**config.mk**
```make
export PLATFORM = sky130hd
export DESIGN_NAME = mem_wb_pipe
export DESIGN_NICKNAME = d
export VERILOG_FILES = /design/src/rtl/mem_wb_pipe_pkg.sv /design/src/rtl/mem_wb_stage.sv /design/src/rtl/mem_wb_pipe.sv
export SDC_FILE = /design/constraint.sdc
export NUM_CORES = 1
export LEC_CHECK = 0
export ABC_AREA = 0
export BUFFER_PORTS_ARGS = -buffer_cell sky130_fd_sc_hd__buf_2
export CORE_AREA = 2 2 137 139
export DETAILED_ROUTE_END_ITERATION = 10
export DIE_AREA = 0 0 139 141
export GPL_TIMING_DRIVEN = 0
export PLACE_DENSITY = 0.78
export SETUP_SLACK_MARGIN = 0.4
export SYNTH_ARGS = -nofsm -noshare
export SYNTH_HDL_FRONTEND = slang
export SYNTH_HIERARCHICAL = 1
export SYNTH_SLANG_ARGS = --single-unit
```
**constraint.sdc**
```tcl
create_clock -name clk -period 2.93 [get_ports clk]
set_clock_uncertainty 0.1 [all_clocks]
set_input_delay 0.293 -clock clk [delete_from_list [all_inputs] [get_ports clk]]
set_output_delay 0.293 -clock clk [all_outputs]
set_load 0.005 [all_outputs]
```
**src/rtl/mem_wb_pipe_pkg.sv**
```systemverilog
// Shared constants and the default-width stage record for the MEM->WB pipe.
// MEM_WB_LLBIT_EN adds the LL/SC link-bit fields to the record.
package mem_wb_pipe_pkg;

  localparam int RegAddrBus = 5;
  localparam int RegBus     = 32;

  localparam logic [RegAddrBus-1:0] NOPRegAddr   = '0;
  localparam logic [RegBus-1:0]     ZeroWord     = '0;
  localparam logic                  RstEnable    = 1'b1;
  localparam logic                  WriteEnable  = 1'b1;
  localparam logic                  WriteDisable = 1'b0;

  typedef struct packed {
    logic [RegAddrBus-1:0] wd;
    logic                  wreg;
    logic [RegBus-1:0]     wdata;
    logic [RegBus-1:0]     hi;
    logic [RegBus-1:0]     lo;
    logic                  whilo;
`ifdef MEM_WB_LLBIT_EN
    logic                  llbit_we;
    logic                  llbit_value;
`endif
  } stage_t;

endpackage

```
**src/rtl/mem_wb_stage.sv**
```systemverilog
// One MEM->WB register slot. Priority: reset > flush > hold > bubble > load.
// The record type is a parameter so the top can pass its own widths.
module mem_wb_stage
  import mem_wb_pipe_pkg::*;
#(
  parameter type T = stage_t
) (
  input  logic clk_i,
  input  logic rst_i,
  input  logic flush_i,
  input  logic hold_i,
  input  logic bubble_i,
  input  logic load_i,
  input  T     d_i,
  output T     q_o
);

  T q_q, q_d;

  // Bubbles zero the whole record, not just the enables.
  always_comb begin
    q_d = q_q;
    if (flush_i)       q_d = '0;
    else if (hold_i)   q_d = q_q;
    else if (bubble_i) q_d = '0;
    else if (load_i)   q_d = d_i;
  end

  always_ff @(posedge clk_i) begin
    if (rst_i == RstEnable) q_q <= '0;
    else                    q_q <= q_d;
  end

  assign q_o = q_q;

endmodule

```
**src/rtl/mem_wb_pipe.sv**
```systemverilog
// Parametrised MEM->WB pipeline (1..4 slots) with stall/bubble/flush, forwarding
// lookup and a committed-write counter. MEM_WB_LLBIT_EN adds the LL/SC link bit.
module mem_wb_pipe
  import mem_wb_pipe_pkg::*;
#(
  parameter int REG_ADDR_W = 5,
  parameter int DATA_W     = 32,
  parameter int STAGES     = 1,
  parameter int CNT_W      = 32
) (
  input  logic                  clk,
  input  logic                  rst,
  input  logic                  stall_mem,
  input  logic                  stall_wb,
  input  logic                  flush,
  input  logic [REG_ADDR_W-1:0] mem_wd,
  input  logic                  mem_wreg,
  input  logic [DATA_W-1:0]     mem_wdata,
  input  logic [DATA_W-1:0]     mem_hi,
  input  logic [DATA_W-1:0]     mem_lo,
  input  logic                  mem_whilo,
  output logic [REG_ADDR_W-1:0] wb_wd,
  output logic                  wb_wreg,
  output logic [DATA_W-1:0]     wb_wdata,
  output logic [DATA_W-1:0]     wb_hi,
  output logic [DATA_W-1:0]     wb_lo,
  output logic                  wb_whilo,
  input  logic [REG_ADDR_W-1:0] fwd_addr,
  output logic                  fwd_hit,
  output logic [DATA_W-1:0]     fwd_data,
  output logic [CNT_W-1:0]      commit_cnt
`ifdef MEM_WB_LLBIT_EN
  ,
  input  logic                  mem_llbit_we,
  input  logic                  mem_llbit_value,
  output logic                  wb_llbit_we,
  output logic                  wb_llbit_value
`endif
);

  if (STAGES < 1 || STAGES > 4) begin : g_bad_stages
    $error("mem_wb_pipe: STAGES must be in 1..4");
  end

  typedef struct packed {
    logic [REG_ADDR_W-1:0] wd;
    logic                  wreg;
    logic [DATA_W-1:0]     wdata;
    logic [DATA_W-1:0]     hi;
    logic [DATA_W-1:0]     lo;
    logic                  whilo;
`ifdef MEM_WB_LLBIT_EN
    logic                  llbit_we;
    logic                  llbit_value;
`endif
  } slot_t;

  slot_t slot_in;
  slot_t stg_d [STAGES];
  slot_t stg_q [STAGES];

  always_comb begin
    slot_in       = '0;
    slot_in.wd    = mem_wd;
    slot_in.wreg  = mem_wreg;
    slot_in.wdata = mem_wdata;
    slot_in.hi    = mem_hi;
    slot_in.lo    = mem_lo;
    slot_in.whilo = mem_whilo;
`ifdef MEM_WB_LLBIT_EN
    slot_in.llbit_we    = mem_llbit_we;
    slot_in.llbit_value = mem_llbit_value;
`endif
  end

  // stall_mem=0 with stall_wb=1 is illegal; stall_wb alone already means hold.
  for (genvar i = 0; i < STAGES; i++) begin : g_stg
    if (i == 0) begin : g_head
      assign stg_d[i] = slot_in;
    end else begin : g_body
      assign stg_d[i] = stg_q[i-1];
    end

    mem_wb_stage #(.T(slot_t)) u_stage (
      .clk_i   (clk),
      .rst_i   (rst),
      .flush_i (flush),
      .hold_i  (stall_wb),
      .bubble_i(i == 0 ? stall_mem : 1'b0),
      .load_i  (i == 0 ? !stall_mem : 1'b1),
      .d_i     (stg_d[i]),
      .q_o     (stg_q[i])
    );
  end

  assign wb_wd    = stg_q[STAGES-1].wd;
  assign wb_wreg  = stg_q[STAGES-1].wreg;
  assign wb_wdata = stg_q[STAGES-1].wdata;
  assign wb_hi    = stg_q[STAGES-1].hi;
  assign wb_lo    = stg_q[STAGES-1].lo;
  assign wb_whilo = stg_q[STAGES-1].whilo;

  // Scan oldest to youngest so the youngest match overwrites; output slot excluded.
  always_comb begin
    fwd_hit  = 1'b0;
    fwd_data = '0;
    for (int i = STAGES - 2; i >= 0; i--) begin
      if (stg_q[i].wreg && stg_q[i].wd == fwd_addr && fwd_addr != '0) begin
        fwd_hit  = 1'b1;
        fwd_data = stg_q[i].wdata;
      end
    end
  end

  logic             held;
  logic [CNT_W-1:0] cnt_q, cnt_d;

  assign held  = stall_wb & ~flush;
  assign cnt_d = cnt_q + CNT_W'((wb_wreg == WriteEnable) && !held);

  always_ff @(posedge clk) begin
    if (rst == RstEnable) cnt_q <= '0;
    else                  cnt_q <= cnt_d;
  end

  assign commit_cnt = cnt_q;

`ifdef MEM_WB_LLBIT_EN
  // A flush clears the link bit on the following cycle.
  logic flush_q;

  always_ff @(posedge clk) begin
    if (rst == RstEnable) flush_q <= 1'b0;
    else                  flush_q <= flush;
  end

  assign wb_llbit_we    = stg_q[STAGES-1].llbit_we | flush_q;
  assign wb_llbit_value = stg_q[STAGES-1].llbit_value;
`endif

  a_illegal_stall: assert property (@(posedge clk) disable iff (rst) !(stall_wb && !stall_mem))
    else $error("mem_wb_pipe: stall_wb without stall_mem");

endmodule
```
# [After elaboration in Yosys (flattened, before gate mapping)]
# Cells that the tools add are included.
[op_classes] shifts=0 order_cmp=0 eq_ne=0 reduce_logical=3 addsub=1 mux=1 n_div=0 mul=0 bitwise=2
[ops] op="two-way mux 103 bit" n=1
[ops] op="adder 32 x 1 -> 32 bit" n=1
[ops] op="OR reduction 2 bit" n=1
[ops] op="AND 1 bit" n=1
[ops] op="logical AND 1 bit" n=1
[ops] op="logical NOT 1 bit" n=1
[ops] op="inverter 1 bit" n=1
[totals] rom_bits=0 latch_bits=0 mem_count=0 word_cells=14 ramBits=0 regBits=135

# [Logic depth before layout (Yosys ltp)]
# Gate-level depths: netlist of the first run.
[depth] ltp_word=5 depth_mapped=9

# [Cells and area by module]
# The synthesis of the first run kept the hierarchy.
[modules_own_cells] module="mem_wb_stage" cells_per_inst=482 instances=1 seq_area_each_um2=2062.0 area_per_inst_um2=5529.1
[modules_own_cells] module="mem_wb_pipe" cells_per_inst=205 instances=1 seq_area_each_um2=640.6 area_per_inst_um2=1791.7

# [Worst setup path before layout of the first run]
# OpenSTA, ideal clock, no wires.
[synth_path] kind="register -> register" from="register g_stg[0].u_stage.q_q, in the netlist g_stg[0].u_stage/q_o[97]" to="register cnt_q[26] (netlist: commit_cnt[26])" slack_ns=0.710 period_less_slack_ns=2.220 required_time_ns=2.760 path_buffers=1 t_arrival_ns=2.050 path_stages_with_launch=9 setup_time_ns=0.070 path_cell_list="dfxtp_1 -> a21boi_0 -> ha_1 -> ha_1 -> and4_1 -> buf_2 -> nand3_1 -> or4_1 -> a21oi_1"
[synth_between] elab_chain_cells=2
[synth_rtl] item="from (decl)" line="mem_wb_stage.sv:18" text="T q_q, q_d;"
[synth_rtl] item="from (signal assigned)" line="mem_wb_stage.sv:31" text="else q_q <= q_d;"
[synth_rtl] item="logical AND 1 bit" line="mem_wb_pipe.sv:119" text="assign cnt_d = cnt_q + CNT_W'((wb_wreg == WriteEnable) && !held);"
[synth_rtl] item="adder 32 x 1 -> 32 bit" line="mem_wb_pipe.sv:119"
[synth_rtl] item="to (signal assigned)" line="mem_wb_pipe.sv:123" text="else cnt_q <= cnt_d;"
[synth_rtl] item="to (decl)" line="mem_wb_pipe.sv:116" text="logic [CNT_W-1:0] cnt_q, cnt_d;"
# Every way passes these cells.
# A chain may end at the register's enable or synchronous reset.

# [Worst setup path in the final report of the first run]
[layout_path] from="register g_stg[0].u_stage.q_q, in the netlist g_stg[0].u_stage/q_o[97]" to="register cnt_q[20] (netlist: commit_cnt[20])"
# Same word-level chain as after synthesis.

==> flow_metrics.env, run 1 <==
export IMPL_cp_max_fo=8
export IMPL_root_buffer="clkbuf_16"
export IMPL_r2r_end="commit_cnt[20]"
export IMPL_num_vias=6505
export IMPL_antenna_found_initial=0
export IMPL_routedWlPerCell_um=17.0
export IMPL_die_area_sq_mm=0.0196
export IMPL_setup_ws_ps=527
export IMPL_grt_setup_unrepaired="false"
export IMPL_synthCells=687
export IMPL_reg2reg_setup_slack_ps=530
export IMPL_avgSynthCellArea_sq_um=10.7
export IMPL_slowest_delay_ps=530
export IMPL_die_height_um=141
export IMPL_yosysWarnings=6
export IMPL_firstDrtPassIters=5
export IMPL_hp_start="rst"
export IMPL_finalSetupTns_ps=0
export IMPL_preCtsSetupSlack_ps=-8.10
export IMPL_worstPathArrival_ps=2630
export IMPL_fin_nets=1096
export IMPL_drive_above_1_share_pct=42.3
export IMPL_combPwrFrac_pct=10.6
export IMPL_power_switching_mw=1.14
export IMPL_fmax_mhz=416
export IMPL_maxCapViolCount=0
export IMPL_outcome="finished, final reports clean"
export IMPL_worst_path_max_delay_cell="or4_1"
export IMPL_power_frac_clock_pct=48.6
export IMPL_hold_path_depth=2
export IMPL_std_cell_rows=50
export IMPL_cts_buffers=17
export IMPL_post_cts_setup_buffer_count=0
export IMPL_cts_tree="built"
export IMPL_cp_top_family="simple AND/OR/NAND/NOR gates"
export IMPL_setup_viol=0
export IMPL_ctsHtreeMaxLevel=4
export IMPL_power_frac_seq_pct=40.8
export IMPL_drc=0
export IMPL_layout_min_cycle_time_ps=2400
export IMPL_clk_insertion_delay_late_ps=420
export IMPL_drt_total_wl_um=20800
export IMPL_ys_seq_area_share_pct=36.9
export IMPL_p_int_mw=3.45
export IMPL_cp_common_cell="ha_2"
export IMPL_ys_types=33
export IMPL_path_cells="a21boi_4 > ha_2 > ha_2 > and4_1 > buf_4 > nand3_4 > or4_1 > a21oi_1"
export IMPL_final_common_cell="buf_2"
export IMPL_place_congestion=0.810
export IMPL_drtIter0Drc=277
export IMPL_synth_seq_cells=135
export IMPL_ir_drop_v=0.000367
export IMPL_die_w_um=139
export IMPL_drt_vias_per_instance=5.30
export IMPL_core_sq_mm=0.0183
export IMPL_initial_utilization_pct=40.1
export IMPL_worstMarginPinSlew_ps=559
export IMPL_overflow=0
export IMPL_cp_data_required_time_ps=3160
export IMPL_cts_resized=4
export IMPL_final_cell_mix="buf_2 (259), dfxtp_1 (135), nor3b_1 (103), nor4b_1 (103), mux2_4 (70)"
export IMPL_area_growth_pct=31.1
export IMPL_stdcell_area_sq_mm=0.00960
export IMPL_clk_pin_slew_ps=70
export IMPL_cp_start_kind="flip-flop"
export IMPL_cts_hold_buf=0
export IMPL_rr_startpoint="g_stg[0].u_stage/q_o[97]"
export IMPL_worstSetupEndpointType="flip-flop"
export IMPL_hold_end="commit_cnt[0]"
export IMPL_grt_pass1_wl_um=33000
export IMPL_drv_slew=0
export IMPL_p_per_area_mw_per_mm2=478
export IMPL_placed_cell_area_sq_mm=0.00894
export IMPL_numClockSinks=135
export IMPL_cp_num_buf_inv=1
export IMPL_num_io_pins=281
export IMPL_swShare_pct=24.9
export IMPL_portBuffers=242
export IMPL_timing_final_hold_violations=0
export IMPL_clockBufferDepth=2
export IMPL_grt_pass1_vias=6332
export IMPL_total_power_mw=4.59
export IMPL_drtAntennaViolNets=0
export IMPL_track_usage_pct=20.8
export IMPL_min_period_over_period_pct=82.0
export IMPL_crit_type="flip-flop to flip-flop"
export IMPL_syn_cell_area_sq_mm=0.00732
export IMPL_ff2ff_path_depth=8
export IMPL_holdWs_ps=47.8
export IMPL_power_leakage_nw=4.23
export IMPL_cp_depth=8
export IMPL_hp_class="input port to flip-flop"
export IMPL_slew_headroom_pct=62.8
export IMPL_grt_max_degree=17
export IMPL_hpwl_um=15400
==> Yosys cell counts <==
| cell type | instances | area share, % |
|---|---|---|
| nor2_1 | 12 | 0.62 |
| nor2b_1 | 2 | 0.17 |
| inv_1 | 4 | 0.21 |
| and3_1 | 6 | 0.51 |
| nand4_2 | 1 | 0.17 |
| xnor2_1 | 2 | 0.24 |
| o31ai_1 | 15 | 1.5 |
| nor3b_1 | 103 | 11 |
| dfxtp_1 | 135 | 37 |
| nand3_2 | 1 | 0.14 |
| buf_4 | 37 | 3.8 |
| a21boi_0 | 1 | 0.10 |
| or3_1 | 3 | 0.26 |
| buf_6 | 12 | 1.8 |
| and4_2 | 1 | 0.14 |
| ha_1 | 3 | 0.51 |
| nand4_4 | 1 | 0.29 |
| o21ba_2 | 1 | 0.14 |
| nand3_1 | 6 | 0.41 |
| o21ai_0 | 3 | 0.21 |
| nand2_1 | 11 | 0.56 |
| xor2_1 | 10 | 1.2 |
| conb_1 | 1 | 0.051 |
| a21oi_1 | 18 | 1.2 |
| clkbuf_1 | 43 | 2.2 |
| nor4b_1 | 103 | 12 |
| and4_1 | 3 | 0.36 |
| or4_1 | 15 | 1.5 |
| mux2_4 | 70 | 14 |
| nand4_1 | 11 | 0.94 |
| and2_1 | 2 | 0.17 |
| mux2_1 | 33 | 5.1 |
| buf_2 | 18 | 1.2 |
==> worst register-to-register path, cell delays in order, from the launching register on <==
cell	delay (ps)
dfxtp_1	370
a21boi_4	240
ha_2	210
ha_2	190
and4_1	190
buf_4	170
nand3_4	130
or4_1	530
a21oi_1	170
==> flip-flops by register name (all words and copies together), names as in the netlist <==
signal,count
g_stg.u_stage/q_o,103
commit_cnt,32
==> through the flow <==
step,utilization (%),std cells
2_1_floorplan,-,719
3_3_place_gp,49.0,1195
3_5_place_dp,49.0,1195
4_1_cts,52.4,1227
5_1_grt,52.5,1227
6_report,52.5,1228
==> metal layers <==
metal	track usage, %	share of wire, %
met5	0	0
met4	7.34	1.9
met3	7.10	8.0
met2	34.2	48
met1	25.4	42
==> cells by family after synthesis <==
group | after synthesis | share of synthesized area, %
other cells | 1 | 0.0512
simple gates | 281 | 29.2
fa+ha+maj | 3 | 0.513
buf+inv | 114 | 9.28
flops | 135 | 36.9
xor+xnor | 12 | 1.44
compound gates | 38 | 3.21
mux | 103 | 19.4
==> power groups by stage <==
stage	Sequential [mW]	Clock [mW]	Combinational [mW]
2_1_floorplan	1.92	0	0.308
3_3_place_gp	1.91	0	0.480
3_5_place_dp	1.91	0	0.482
4_1_cts	1.87	2.30	0.485
5_1_grt	1.88	2.37	0.527
6_report	1.87	2.23	0.486
==> area by class of cell <==
type | count | area, sq um
fillers | 1653 | 8670
multi-input cells | 470 | 4100
flip-flops and latches | 135 | 2700
repair buffers | 242 | 1210
plain buffers | 110 | 667
clock buffers | 17 | 425
well taps | 234 | 293
clock inverters | 15 | 188
inverters | 4 | 15.0
diodes | 1 | 2.50
==> worst max path at each step <==
stage	start	to	slack, ps
after global routing	g_stg[0].u_stage/q_o[97]	commit_cnt[20]	400
after global placement	flush	commit_cnt[26]	30
after CTS	g_stg[0].u_stage/q_o[97]	commit_cnt[20]	440
after detailed placement	flush	commit_cnt[26]	-8
after floorplan	g_stg[0].u_stage/q_o[97]	commit_cnt[26]	710
final	g_stg[0].u_stage/q_o[97]	commit_cnt[20]	530
Power figures use the tool's default switching activity.
==> inputs of run 2 (changes only) <==
==> constraint.sdc (replaced) <==
create_clock -name clk -period 2.5 [get_ports clk]
set_clock_uncertainty 0.1 [all_clocks]
set_input_delay 0.25 -clock clk [delete_from_list [all_inputs] [get_ports clk]]
set_output_delay 0.25 -clock clk [all_outputs]
set_load 0.005 [all_outputs]
==> run 2 against run 1 <==
Effect of this change:
- combinational power up 17%
- global-route usage down 0.69 points
- critical path depth did not move
- die area unchanged
- count of clock-buffer cells in the layout increased by 2
- highest routed layer is now met5
==> flow_metrics.env, run 2 (synthesized netlist as in run 1, its figures left out) <==
export IMPL_area_growth_pct=33.3
export IMPL_track_usage_pct=20.1
export IMPL_std_cell_rows=50
export IMPL_grt_use_met2_pct=33.7
export IMPL_final_cell_mix="buf_2 (259), dfxtp_1 (134), nor3b_1 (103), nor4b_1 (103), mux2_4 (70)"
export IMPL_grt_max_degree=17
export IMPL_drv_slew=0
export IMPL_firstDrtPassIters=5
export IMPL_drc=0
export IMPL_clockBufferDepth=2
export IMPL_total_power_mw=5.39
export IMPL_path_cells="a21boi_4 > ha_4 > ha_4 > and4_1 > buf_6 > nand3_4 > or4_1 > a21oi_2"
export IMPL_cp_max_fo=8
export IMPL_place_congestion=0.820
export IMPL_slowest_delay_ps=460
export IMPL_num_vias=6556
export IMPL_fmax_mhz=486
export IMPL_met1_usage_pct=24.7
export IMPL_setup_viol=0
export IMPL_crit_type="flip-flop to flip-flop"
export IMPL_cts_tree="built"
export IMPL_core_sq_mm=0.0183
export IMPL_worstPathArrival_ps=2300
export IMPL_drtIter0Drc=358
export IMPL_largest_reg_flops=103
export IMPL_layout_min_cycle_time_ps=2060
export IMPL_fin_util_pct=53.4
export IMPL_placed_cell_area_sq_mm=0.00896
export IMPL_maxCapViolCount=0
export IMPL_antenna_found_initial=2
export IMPL_min_period_over_period_pct=82.3
export IMPL_reg2reg_setup_slack_ps=440
export IMPL_cp_num_buf_inv=1
export IMPL_cp_top_family="simple AND/OR/NAND/NOR gates"
export IMPL_grt_setup_unrepaired="true"
export IMPL_cts_buffers=17
export IMPL_power_frac_seq_pct=40.8
export IMPL_p_int_mw=4.06
export IMPL_holdWs_ps=188
export IMPL_outcome="finished, final reports clean"
export IMPL_die_height_um=141
export IMPL_cp_start_kind="flip-flop"
export IMPL_grt_pass1_vias=6330
export IMPL_setup_ws_ps=442
export IMPL_final_common_cell="buf_2"
export IMPL_grt_pass1_wl_um=32300
export IMPL_clk_insertion_delay_late_ps=420
export IMPL_ff2ff_path_depth=8
export IMPL_combPwrFrac_pct=10.6
export IMPL_placed_cells=1195
export IMPL_numClockSinks=135
export IMPL_routedWlPerCell_um=16.7
export IMPL_initial_utilization_pct=40.1
export IMPL_busiest_layer="met2"
export IMPL_finalSetupTns_ps=0
export IMPL_cp_depth=8
export IMPL_fillCellCount=1616
export IMPL_seq_area_sq_mm=0.00270
export IMPL_hpwl_um=14900
export IMPL_fin_nets=1108
export IMPL_met3_usage_pct=6.45
export IMPL_hold_path_depth=3
export IMPL_ir_drop_v=0.000442
export IMPL_drt_vias_per_instance=5.29
export IMPL_drt_total_wl_um=20700
export IMPL_power_frac_clock_pct=48.6
export IMPL_clk_pin_slew_ps=60
export IMPL_num_io_pins=281
export IMPL_cp_common_cell="ha_4"
export IMPL_timing_final_hold_violations=0
export IMPL_die_area_sq_mm=0.0196
export IMPL_p_per_area_mw_per_mm2=552
export IMPL_cp_data_required_time_ps=2750
export IMPL_power_leakage_nw=4.30
export IMPL_swShare_pct=24.6
export IMPL_worstSetupEndpointType="flip-flop"
export IMPL_worst_path_max_delay_cell="or4_1"
export IMPL_portBuffers=242
export IMPL_ctsHtreeMaxLevel=4
export IMPL_hp_class="input port to flip-flop"
export IMPL_power_switching_mw=1.33
export IMPL_finalNonFillerCells=1240
export IMPL_drive_above_1_share_pct=44.1
export IMPL_stdcell_area_sq_mm=0.00976
export IMPL_slew_headroom_pct=64.6
export IMPL_overflow=0
export IMPL_preCtsSetupSlack_ps=158
export IMPL_worstMarginPinSlew_ps=531
export IMPL_root_buffer="clkbuf_16"
export IMPL_drtAntennaViolNets=0
export IMPL_die_w_um=139
export IMPL_multi_input_area_sq_mm=0.00415
[run 2: what timing repair did]
action | 4_1_cts | 5_1_grt
endpoints found under the setup margin | 10 | 21
hold endpoints to repair | 2 | 0
gates resized for setup | 8 | 18
setup buffers | 2 | 9
pin swaps | 5 | 4
hold buffers | 1 | 0
[run 2: power groups by stage]
| stage | registers [mW] | logic, mW | clock network [mW] |
|---|---|---|---|
| after floorplan | 2.25 | 0.361 | 0 |
| after global placement | 2.24 | 0.559 | 0 |
| after detailed placement | 2.24 | 0.563 | 0 |
| after CTS | 2.20 | 0.568 | 2.67 |
| after global routing | 2.20 | 0.615 | 2.76 |
| final | 2.20 | 0.571 | 2.62 |
[run 2: worst paths after layout]
kind | start | to
hold reg to reg | commit_cnt[31] | commit_cnt[31]
hold / removal | mem_wdata[31] | g_stg[0].u_stage/q_o[96]
setup reg to reg | g_stg[0].u_stage/q_o[97] | commit_cnt[28]
setup / recovery | g_stg[0].u_stage/q_o[97] | commit_cnt[28]
[run 2: worst reg2reg max path: stages, from the launching register on]
cell and delay [ps]:
dfxtp_2 330, a21boi_4 210, ha_4 170, ha_4 130
and4_1 210, buf_6 120, nand3_4 100, or4_1 460
a21oi_2 160
[run 2: cell type report]
cell class | instances | area share (%)
Inverter | 4 | 0.154
Multi-Input combinational cell | 470 | 42.6
Clock inverter | 13 | 1.74
Antenna cell | 1 | 0.0256
Clock buffer | 19 | 4.54
Tap cell | 234 | 3.00
Buffer | 110 | 6.91
Timing Repair Buffer | 254 | 13.4
Sequential cell | 135 | 27.7
[run 2: layer usage]
layer,vias to the layer above,share of wire [%],wire [um]
li1,3115,-,-
met1,3179,43,8870
met2,226,48,10000
met3,34,6.5,1340
met4,2,2.2,463
met5,-,0.053,11
